## config.mk

```make
export PLATFORM = sky130hd
export DESIGN_NAME = pattern_stream_gen_flat
export DESIGN_NICKNAME = d
export VERILOG_FILES = /design/src/rtl/pattern_stream_gen_pkg.sv /design/src/rtl/pattern_stream_gen_if.sv /design/src/rtl/pattern_stream_gen_lane.sv /design/src/rtl/pattern_stream_gen.sv /design/src/flat_wrapper.sv
export SDC_FILE = /design/constraint.sdc
export NUM_CORES = 1
export LEC_CHECK = 0
export ABC_AREA = 1
export CAP_MARGIN = 20
export CORE_MARGIN = 3
export CORE_UTILIZATION = 30
export CTS_CLUSTER_DIAMETER = 40
export DETAILED_ROUTE_END_ITERATION = 8
export SETUP_SLACK_MARGIN = 0.05
export SLEW_MARGIN = 20
export SYNTH_ARGS = -nofsm -noshare
export SYNTH_HDL_FRONTEND = slang
export SYNTH_SLANG_ARGS = --single-unit
```

## constraint.sdc

```tcl
create_clock -name clk -period 3.3 [get_ports clk]
set_input_delay 0.66 -clock clk [delete_from_list [all_inputs] [get_ports clk]]
set_output_delay 0.66 -clock clk [all_outputs]
set_load 0.03 [all_outputs]
```

## src/rtl/pattern_stream_gen_pkg.sv

```systemverilog
// rtl/pattern_stream_gen_pkg.sv - shared types for the pattern stream generator
package pattern_gen_pkg;

   typedef enum logic [1:0] {
      MODE_INC  = 2'd0,
      MODE_DEC  = 2'd1,
      MODE_HOLD = 2'd2,
      MODE_WALK = 2'd3
   } mode_e;

   typedef enum logic [1:0] {
      S_IDLE = 2'd0,
      S_RUN  = 2'd1,
      S_DONE = 2'd2
   } state_e;

   // Channel tag width; a single channel still gets a 1-bit tag.
   function automatic int ch_width(input int n);
      return (n > 1) ? $clog2(n) : 1;
   endfunction

endpackage

```

## src/rtl/pattern_stream_gen_if.sv

```systemverilog
// rtl/pattern_stream_gen_if.sv - output beat stream of the pattern generator
interface pattern_stream_gen_if #(
   parameter int DATA_W = 8,
   parameter int CH_W   = 1
);
   logic [DATA_W-1:0] out_data;
   logic [CH_W-1:0]   out_ch;
   logic              out_valid;
   logic              out_ready;
   logic              out_last;

   modport master (
      output out_data,
      output out_ch,
      output out_valid,
      output out_last,
      input  out_ready
   );

   modport slave (
      input  out_data,
      input  out_ch,
      input  out_valid,
      input  out_last,
      output out_ready
   );
endinterface

```

## src/rtl/pattern_stream_gen_lane.sv

```systemverilog
// rtl/pattern_stream_gen_lane.sv - one channel's pattern counter with seed and advance
module pattern_lane
   import pattern_gen_pkg::*;
#(
   parameter int DATA_W = 8
) (
   input  logic              clk,
   input  logic              rst,
   input  logic              seed_en,
   input  logic [DATA_W-1:0] seed_val,
   input  mode_e             seed_mode,
   input  logic              adv_en,
   input  mode_e             mode,
   input  logic [DATA_W-1:0] step,
   output logic [DATA_W-1:0] value
);
   logic [DATA_W-1:0] value_d;
   logic [DATA_W-1:0] value_q;
   logic [DATA_W-1:0] next_val;

   always_comb begin
      next_val = value_q;
      case (mode)
         MODE_INC:  next_val = value_q + step;
         MODE_DEC:  next_val = value_q - step;
         MODE_HOLD: next_val = value_q;
         MODE_WALK: next_val = (value_q << 1) | (value_q >> (DATA_W - 1));
         default:   next_val = value_q;
      endcase
   end

   // A zero seed would walk forever as zero, so WALK starts from 1 instead.
   always_comb begin
      value_d = value_q;
      if (seed_en) begin
         if (seed_mode == MODE_WALK && seed_val == '0) begin
            value_d = DATA_W'(1);
         end else begin
            value_d = seed_val;
         end
      end else if (adv_en) begin
         value_d = next_val;
      end
   end

   always_ff @(posedge clk or posedge rst) begin
      if (rst) begin
         value_q <= '0;
      end else begin
         value_q <= value_d;
      end
   end

   assign value = value_q;
endmodule

```

## src/rtl/pattern_stream_gen.sv

```systemverilog
// rtl/pattern_stream_gen.sv - multi-channel test-data source with burst control
module pattern_stream_gen
   import pattern_gen_pkg::*;
#(
   parameter int DATA_W  = 8,
   parameter int NUM_CH  = 2,
   parameter int BEATS_W = 8,
   localparam int CH_W   = ch_width(NUM_CH)
) (
   input  logic                 clk,
   input  logic                 rst,
   input  logic                 start,
   input  logic [1:0]           mode,
   input  logic [BEATS_W-1:0]   beats,
   input  logic [DATA_W-1:0]    init_val,
   input  logic [DATA_W-1:0]    step,
   pattern_stream_gen_if.master out_if,
   output logic                 busy,
   output logic                 done
);
   state_e             state_d, state_q;
   mode_e              mode_d, mode_q;
   logic [DATA_W-1:0]  step_d, step_q;
   logic [BEATS_W-1:0] left_d, left_q;
   logic [CH_W-1:0]    ptr_d, ptr_q;
   logic               valid_d, valid_q;
   logic               last_d, last_q;
   logic               busy_d, busy_q;
   logic               done_d, done_q;

   logic               fire;
   logic               seed_en;
   logic [DATA_W-1:0]  lane_val [NUM_CH];
   logic [DATA_W-1:0]  data_mux;

   assign fire    = valid_q && out_if.out_ready;
   assign seed_en = (state_q == S_IDLE) && start;

   for (genvar c = 0; c < NUM_CH; c++) begin : g_lane
      pattern_lane #(.DATA_W(DATA_W)) u_lane (
         .clk       (clk),
         .rst       (rst),
         .seed_en   (seed_en),
         .seed_val  (init_val + DATA_W'(c)),
         .seed_mode (mode_e'(mode)),
         .adv_en    (fire && (ptr_q == CH_W'(c))),
         .mode      (mode_q),
         .step      (step_q),
         .value     (lane_val[c])
      );
   end

   always_comb begin
      state_d = state_q;
      mode_d  = mode_q;
      step_d  = step_q;
      left_d  = left_q;
      ptr_d   = ptr_q;
      valid_d = valid_q;
      last_d  = last_q;
      busy_d  = busy_q;
      done_d  = 1'b0;
      case (state_q)
         S_IDLE: begin
            if (start) begin
               mode_d = mode_e'(mode);
               step_d = step;
               left_d = beats;
               ptr_d  = '0;
               if (beats == '0) begin
                  state_d = S_DONE;
                  done_d  = 1'b1;
               end else begin
                  state_d = S_RUN;
                  valid_d = 1'b1;
                  busy_d  = 1'b1;
                  last_d  = (beats == BEATS_W'(1));
               end
            end
         end
         S_RUN: begin
            if (fire) begin
               if (left_q == BEATS_W'(1)) begin
                  state_d = S_DONE;
                  valid_d = 1'b0;
                  last_d  = 1'b0;
                  busy_d  = 1'b0;
                  done_d  = 1'b1;
               end else begin
                  left_d = left_q - BEATS_W'(1);
                  last_d = (left_q == BEATS_W'(2));
                  ptr_d  = (ptr_q == CH_W'(NUM_CH - 1)) ? '0 : ptr_q + CH_W'(1);
               end
            end
         end
         S_DONE: begin
            state_d = S_IDLE;
         end
         default: begin
            state_d = S_IDLE;
         end
      endcase
   end

   always_ff @(posedge clk or posedge rst) begin
      if (rst) begin
         state_q <= S_IDLE;
         mode_q  <= MODE_INC;
         step_q  <= '0;
         left_q  <= '0;
         ptr_q   <= '0;
         valid_q <= 1'b0;
         last_q  <= 1'b0;
         busy_q  <= 1'b0;
         done_q  <= 1'b0;
      end else begin
         state_q <= state_d;
         mode_q  <= mode_d;
         step_q  <= step_d;
         left_q  <= left_d;
         ptr_q   <= ptr_d;
         valid_q <= valid_d;
         last_q  <= last_d;
         busy_q  <= busy_d;
         done_q  <= done_d;
      end
   end

   // The untransferred channels never advance, so the pointer alone selects the beat.
   always_comb begin
      data_mux = '0;
      for (int c = 0; c < NUM_CH; c++) begin
         if (ptr_q == CH_W'(c)) begin
            data_mux = lane_val[c];
         end
      end
   end

   assign out_if.out_data  = data_mux;
   assign out_if.out_ch    = ptr_q;
   assign out_if.out_valid = valid_q;
   assign out_if.out_last  = last_q;
   assign busy             = busy_q;
   assign done             = done_q;
endmodule

```

## src/flat_wrapper.sv

```systemverilog
// flat-port wrapper written by rule: the top's interface ports become plain ports
module pattern_stream_gen_flat import pattern_gen_pkg::*;
#(
   parameter int DATA_W  = 8,
   parameter int NUM_CH  = 2,
   parameter int BEATS_W = 8,
   localparam int CH_W   = ch_width(NUM_CH)
)
  (clk, rst, start, mode, beats, init_val, step, busy, done, out_if_out_data, out_if_out_ch, out_if_out_valid, out_if_out_last, out_if_out_ready);
  pattern_stream_gen_if #(.DATA_W(DATA_W), .CH_W(1)) out_if_i ();
  input  logic clk;
  input  logic rst;
  input  logic start;
  input  logic [1:0] mode;
  input  logic [BEATS_W-1:0] beats;
  input  logic [DATA_W-1:0] init_val;
  input  logic [DATA_W-1:0] step;
  output logic busy;
  output logic done;
  output wire logic [$bits(out_if_i.out_data)-1:0] out_if_out_data;
  output wire logic [$bits(out_if_i.out_ch)-1:0] out_if_out_ch;
  output wire logic [$bits(out_if_i.out_valid)-1:0] out_if_out_valid;
  output wire logic [$bits(out_if_i.out_last)-1:0] out_if_out_last;
  input wire logic [$bits(out_if_i.out_ready)-1:0] out_if_out_ready;
  assign out_if_out_data = out_if_i.out_data;
  assign out_if_out_ch = out_if_i.out_ch;
  assign out_if_out_valid = out_if_i.out_valid;
  assign out_if_out_last = out_if_i.out_last;
  assign out_if_i.out_ready = out_if_out_ready;
  pattern_stream_gen #(.DATA_W(DATA_W), .NUM_CH(NUM_CH), .BEATS_W(BEATS_W)) u_core (.clk(clk), .rst(rst), .start(start), .mode(mode), .beats(beats), .init_val(init_val), .step(step), .out_if(out_if_i), .busy(busy), .done(done));
endmodule
```

Word level (Yosys, flattened, before mapping)

Index checks and enable logic that the tools add are counted.

Register bits after elaboration: 40
Bits in latches: 0
RAM bits: 0
Memory bits (read-only): 0
Output and inout port bits: 13
Logic and storage cells: 93
Memories: 0

$add $sub $neg: 7
$mul: 0
Divide/modulo/power cells: 0
Magnitude comparators: 0
Eq/ne operators: 14
Shift-type cells: 0
Muxes and demuxes: 38
Bitwise gates (word level): 3
Reduce and logical (&&, ||, !) cells: 21

Operators by type and width:

| operator                                         | number |
|---|---|
| two-way mux 8 bit                                | 10 |
| case mux 8 bit (3 select lines)                  | 2 |
| zero test 8 bit                                  | 3 |
| adder 8 bit                                      | 2 |
| == test 8 x 1 -> 1 bit, second input constant    | 2 |
| two-way mux 1 bit                                | 16 |
| OR 8 x 1 -> 8 bit                                | 2 |
| case mux 8 bit (2 select lines)                  | 1 |
| subtractor 8 bit                                 | 2 |
| adder 8 x 1 -> 8 bit, second input constant      | 1 |
| == test 8 x 2 -> 1 bit, second input constant    | 1 |
| two-way mux 2 bit                                | 4 |
| != test 2 bit, second input constant             | 4 |
| case mux 1 bit (2 select lines)                  | 4 |
| AND reduction 4 bit                              | 2 |
| subtractor 8 x 1 -> 8 bit, second input constant | 1 |
| == test 2 bit, second input constant             | 3 |
| logical AND 1 bit                                | 6 |
| AND reduction 2 bit                              | 3 |
| nonzero test 2 bit                               | 3 |
| AND reduction 5 bit                              | 1 |
| == test 2 x 1 -> 1 bit, second input constant    | 2 |
| zero test 2 bit                                  | 2 |
| != test 2 x 1 -> 1 bit, second input constant    | 2 |
| other kinds (4)                                  | 4 |

Logic depth before layout (Yosys ltp)

Depth after elaboration: 5
Mapped depth: 18
Depth with buffers taken out: 18

Cells and area by module

Synthesis repeated with hierarchy kept, for this count alone.

Cell total of the unflattened synthesis: 532
Area, all modules: 3530.9 um^2

By module, submodules not included:

| module                                 | times used | cells an instance | area an instance (um^2) |
|---|---|---|---|
| pattern_stream_gen                     | 1          | 229               | 1549.0 |
| pattern_lane (u_core.g_lane[0].u_lane) | 1          | 152               | 992.2 |
| pattern_lane (u_core.g_lane[1].u_lane) | 1          | 151               | 989.7 |

Least setup slack after synthesis

Ideal clock, no wire load.

Path type: reg2reg
Start point: register u_core.step_q[0]
End point: register u_core.g_lane[0].u_lane.value_q[5]
Arrival time: 2308 ps
Data required time: 3178 ps
Path slack: 871 ps
Stages on the path, launching flop included: 16
Path buffers: 0
Path through: dfrtp_1 inv_1 ha_1 o21ai_0 ha_1 a21oi_1 nand2_1 nand2_1 inv_2 nand2_1 nor2_2 nor2_2 xnor2_1 nand2_1 nand2_1 a21oi_2

Longest elaborated chain between the ends: 4
Elaborated cells between the ends (all ways): 5
Classes of those cells: add/sub (2); mux (3)

RTL lines:

| item                                                   | line                                                         | text |
|---|---|---|
| from (decl)                                            | pattern_stream_gen.sv:23                                     | `logic [DATA_W-1:0] step_d, step_q;` |
| from (signal assigned)                                 | pattern_stream_gen.sv:119                                    | `step_q <= step_d;` |
| subtractor 8 bit / adder 8 bit (equally long branches) | pattern_stream_gen_lane.sv:25, pattern_stream_gen_lane.sv:24 |  |
| case mux 8 bit (3 select lines) (*)                    | pattern_stream_gen_lane.sv:23                                | `case (mode)` |
| two-way mux 8 bit (*)                                  | pattern_stream_gen_lane.sv:41                                | `end else if (adv_en) begin` |
| two-way mux 8 bit (*)                                  | pattern_stream_gen_lane.sv:35                                | `if (seed_en) begin` |
| to (signal assigned)                                   | pattern_stream_gen_lane.sv:50                                | `value_q <= value_d;` |
| to (decl)                                              | pattern_stream_gen_lane.sv:18                                | `logic [DATA_W-1:0] value_q;` |

Mark *: on every way between the ends. The rest lies on a longest branch, timed or not. The select of a mux whose other input is x is not followed.
A chain may end at the register's enable or synchronous reset.

Worst setup path in the final report

Start point: register u_core.ptr_q, in the netlist u_core.out_if.out_ch
End point: output out_if_out_data[1]

Longest elaborated chain between the ends: 1

RTL lines:

| item                   | line                      | text |
|---|---|---|
| from (decl)            | pattern_stream_gen.sv:25  | `logic [CH_W-1:0] ptr_d, ptr_q;` |
| from (signal assigned) | pattern_stream_gen.sv:121 | `ptr_q <= ptr_d;` |
| two-way mux 8 bit      | pattern_stream_gen.sv:133 | `if (ptr_q == CH_W'(c)) begin` |
| to (decl)              | flat_wrapper.sv:20        | `output wire logic [$bits(out_if_i.out_data)-1:0] out_if_out_data;` |

No other way between the ends.

==> results.txt <==
Status -> finished clean
Max FO, Critical Path -> 17
Post-CTS setup buffers -> 0
Fin crit period -> 2.77 ns
Syn nets -> 540
Root Buffer -> clkbuf_8
First-pass GRT wire length -> 15,400 µm
Clock Skews -> 0.00346 ns
Yosys cell types -> 40
Hold Crit Class -> reg -> reg
Routed wire per std cell -> 13.3 µm
Top cells by area, synth -> dfrtp_1 (30%), nand2_1 (16%), inv_1 (7.8%), o21ai_0 (7.0%), nand3_1 (5.9%)
MaxCap Viol Count -> 0
Leak pwr -> 1.97 nW
Total Power -> 4.75 mW
Final setup fails -> 0
Crit path DAT -> 2.11 ns
Rel. slew slack -> 0.529
Synth Register Bits -> 40
Crit end category -> primary output
VDD IR max -> 0.000479 V
Clock tree buffer depth -> 2
Startpoint class of the critical path -> flop
Max H-tree Level -> 2
Die Height -> 111 µm
Vias -> 3,311
Slew Limit Fails -> 0
Final WL -> 8990 µm
# diodes -> 0
Synth Instances -> 497
Nets -> 583
Largest net degree at the start of global routing -> 41
Slew @ Worst Pin -> 0.705 ns
Overflow after GRT -> 0
Die area -> 12,200 µm²
Reg clk slew, reported paths -> 0.08 ns
First-pass detailed-route iteration total -> 4
# clock sinks -> 40
Avg Vias per Cell -> 4.89
Post-DP HPWL -> 7010 µm
Placed cell area -> 3860 µm²
Pwr Density -> 1200 nW/µm²
Mapped Avg Cell Area -> 6.60 µm²
Syn Std Cell Area -> 3280 µm²
Max frequency -> 361 MHz
Fillers -> 1,123
Tcrit/Tclk final -> 0.840
CP required -> 2.64 ns
Core region area -> 10,500 µm²
Final count of hold timing violations -> 0
Die width -> 111 µm
PortBufs -> 42
Initial antenna violation count -> 0
Post_cts resized -> 0
Clock buffer count from CTS -> 5
RSZ-0062 raised after global routing -> no
Detailed Route Iter0 Violations -> 135
Sequential area share after synthesis -> 0.305
ANT nets after route -> 0
DP Cell Count -> 669
Cell area after layout -> 3960 µm²
Initial core utilization -> 0.314
Final GP Congestion -> 0.882
Row count -> 37
Remaining DRCs -> 0
P&R area growth vs syn -> 20.5%
TNS Setup -> 0 ns
CTS tree -> done
Layout cell share with drive strength beyond 1 -> 0.0906
Yosys warnings -> 0
Critical path class -> reg -> out
Latest clock arrival within the worst-skew pair -> 0.29 ns
Post-CTS Hold Buffers -> 0
All-Layer GR Usage -> 0.150
I/O pin cnt -> 43
Synth area leader -> dfrtp_1
Vias in the first global route -> 3,281
Non-filler instance count after layout -> 677
Top-area cell type share of the netlist area -> 0.305
## area by class of cell
cell class	instances	area [µm²]	area share
multi-input combinational	366	1930	0.488
sequential	40	1000	0.253
timing repair buffer	49	473	0.120
inverter	78	293	0.0740
tap	136	170	0.0430
clock buffer	8	90.1	0.0228
## power breakdown
part | switching, mW | internal (mW) | total, mW
registers | 0.262 | 0.737 | 0.998
clock network | 0.173 | 0.171 | 0.344
logic | 2.12 | 1.28 | 3.40
total | 2.56 | 2.19 | 4.75
## placed cells by master, fill, tap and decap left out, drive strengths merged, types with 3 or more instances in the layout
| master | n |
|---|---|
| nand2 | 148 |
| inv | 78 |
| o21ai | 48 |
| nand3 | 43 |
| clkdlybuf4s50 | 42 |
| dfrtp | 40 |
| nor2 | 32 |
| a21oi | 24 |
| ha | 11 |
| a31oi | 9 |
| xor2 | 8 |
| clkbuf | 8 |
| buf | 7 |
| o211ai | 6 |
| nand4 | 6 |
| nor3 | 4 |
| nor4 | 3 |
| nand3b | 3 |
| a22oi | 3 |
## logic make-up after synthesis
| group | after synthesis | synth area share |
|---|---|---|
| AND/OR/NAND/NOR | 243 | 0.327 |
| AO/OA/AOI/OAI | 100 | 0.179 |
| buffers and inverters | 91 | 0.108 |
| flip-flops | 40 | 0.305 |
| adder cells (fa/ha/maj) | 13 | 0.0541 |
| XOR/XNOR | 10 | 0.0267 |
## metal layers
layer / routed length, µm / track usage / vias to the layer above
met5: 0 / 0 / -
met4: 291 / 0.0583 / 0
met3: 347 / 0.0263 / 23
met2: 4170 / 0.252 / 63
met1: 4170 / 0.190 / 1520
li1: - / - / 1705
## state kept, by name, summed over array words and instances (netlist names)
register / cells
u_core.done: 1
u_core.g_lane.u_lane.value: 16
u_core.left_q: 8
u_core.mode_q: 2
u_core.out_if.out_ch: 1
u_core.out_if.out_last: 1
u_core.out_if.out_valid: 1
u_core.state_q: 2
u_core.step_q: 8
## final timing paths
check	startpoint	to	slack, ns	depth (start not counted)
setup / recovery	u_core.out_if.out_ch	out_if_out_data[1]	0.53	3
hold / removal	u_core.left_q[7]	u_core.left_q[7]	0.50	2
setup reg to reg	u_core.step_q[0]	u_core.g_lane[1].u_lane.value[7]	0.80	16
hold reg to reg	u_core.left_q[7]	u_core.left_q[7]	0.50	2
max in group asynchronous	rst	u_core.g_lane[1].u_lane.value[1]	2.11	3
min in group asynchronous	rst	u_core.step_q[0]	0.82	3
## Yosys cell counts (all sizes together)
library cell	number
o21bai	1
a22oi	3
ha	11
nand4	6
inv	78
fa	2
nor2	32
nand2	148
o211ai	6
nor4	3
xor2	8
o31ai	1
buf	2
clkbuf	11
nor3	4
nor3b	2
a21o	1
xnor2	2
a2bb2oi	2
dfrtp	40
a31oi	9
nand3b	3
nand3	43
o21ai	48
a21boi	1
a21oi	24
or2	1
o22ai	1
a211oi	2
o21a	1
and3	1
## per-stage QoR
| step | worst slack [ns] | hold slack (ns) | util |
|---|---|---|---|
| CTS | 0.521 | 0.503 | 0.378 |
| finish | 0.529 | 0.497 | 0.378 |
| detailed placement | 0.768 | 0.479 | 0.369 |
| floorplan | 0.871 | 0.455 | - |
| global placement | 0.820 | 0.498 | 0.369 |
| global route | 0.354 | 0.556 | 0.378 |
## critical path, cell delays in order, from the launching register on
cell             delay [ns]
dfrtp_1                0.66
inv_1                  0.19
o21ai_0                0.26
clkdlybuf4s50_1        0.72
Note: power is estimated with default switching activity, not from simulation.
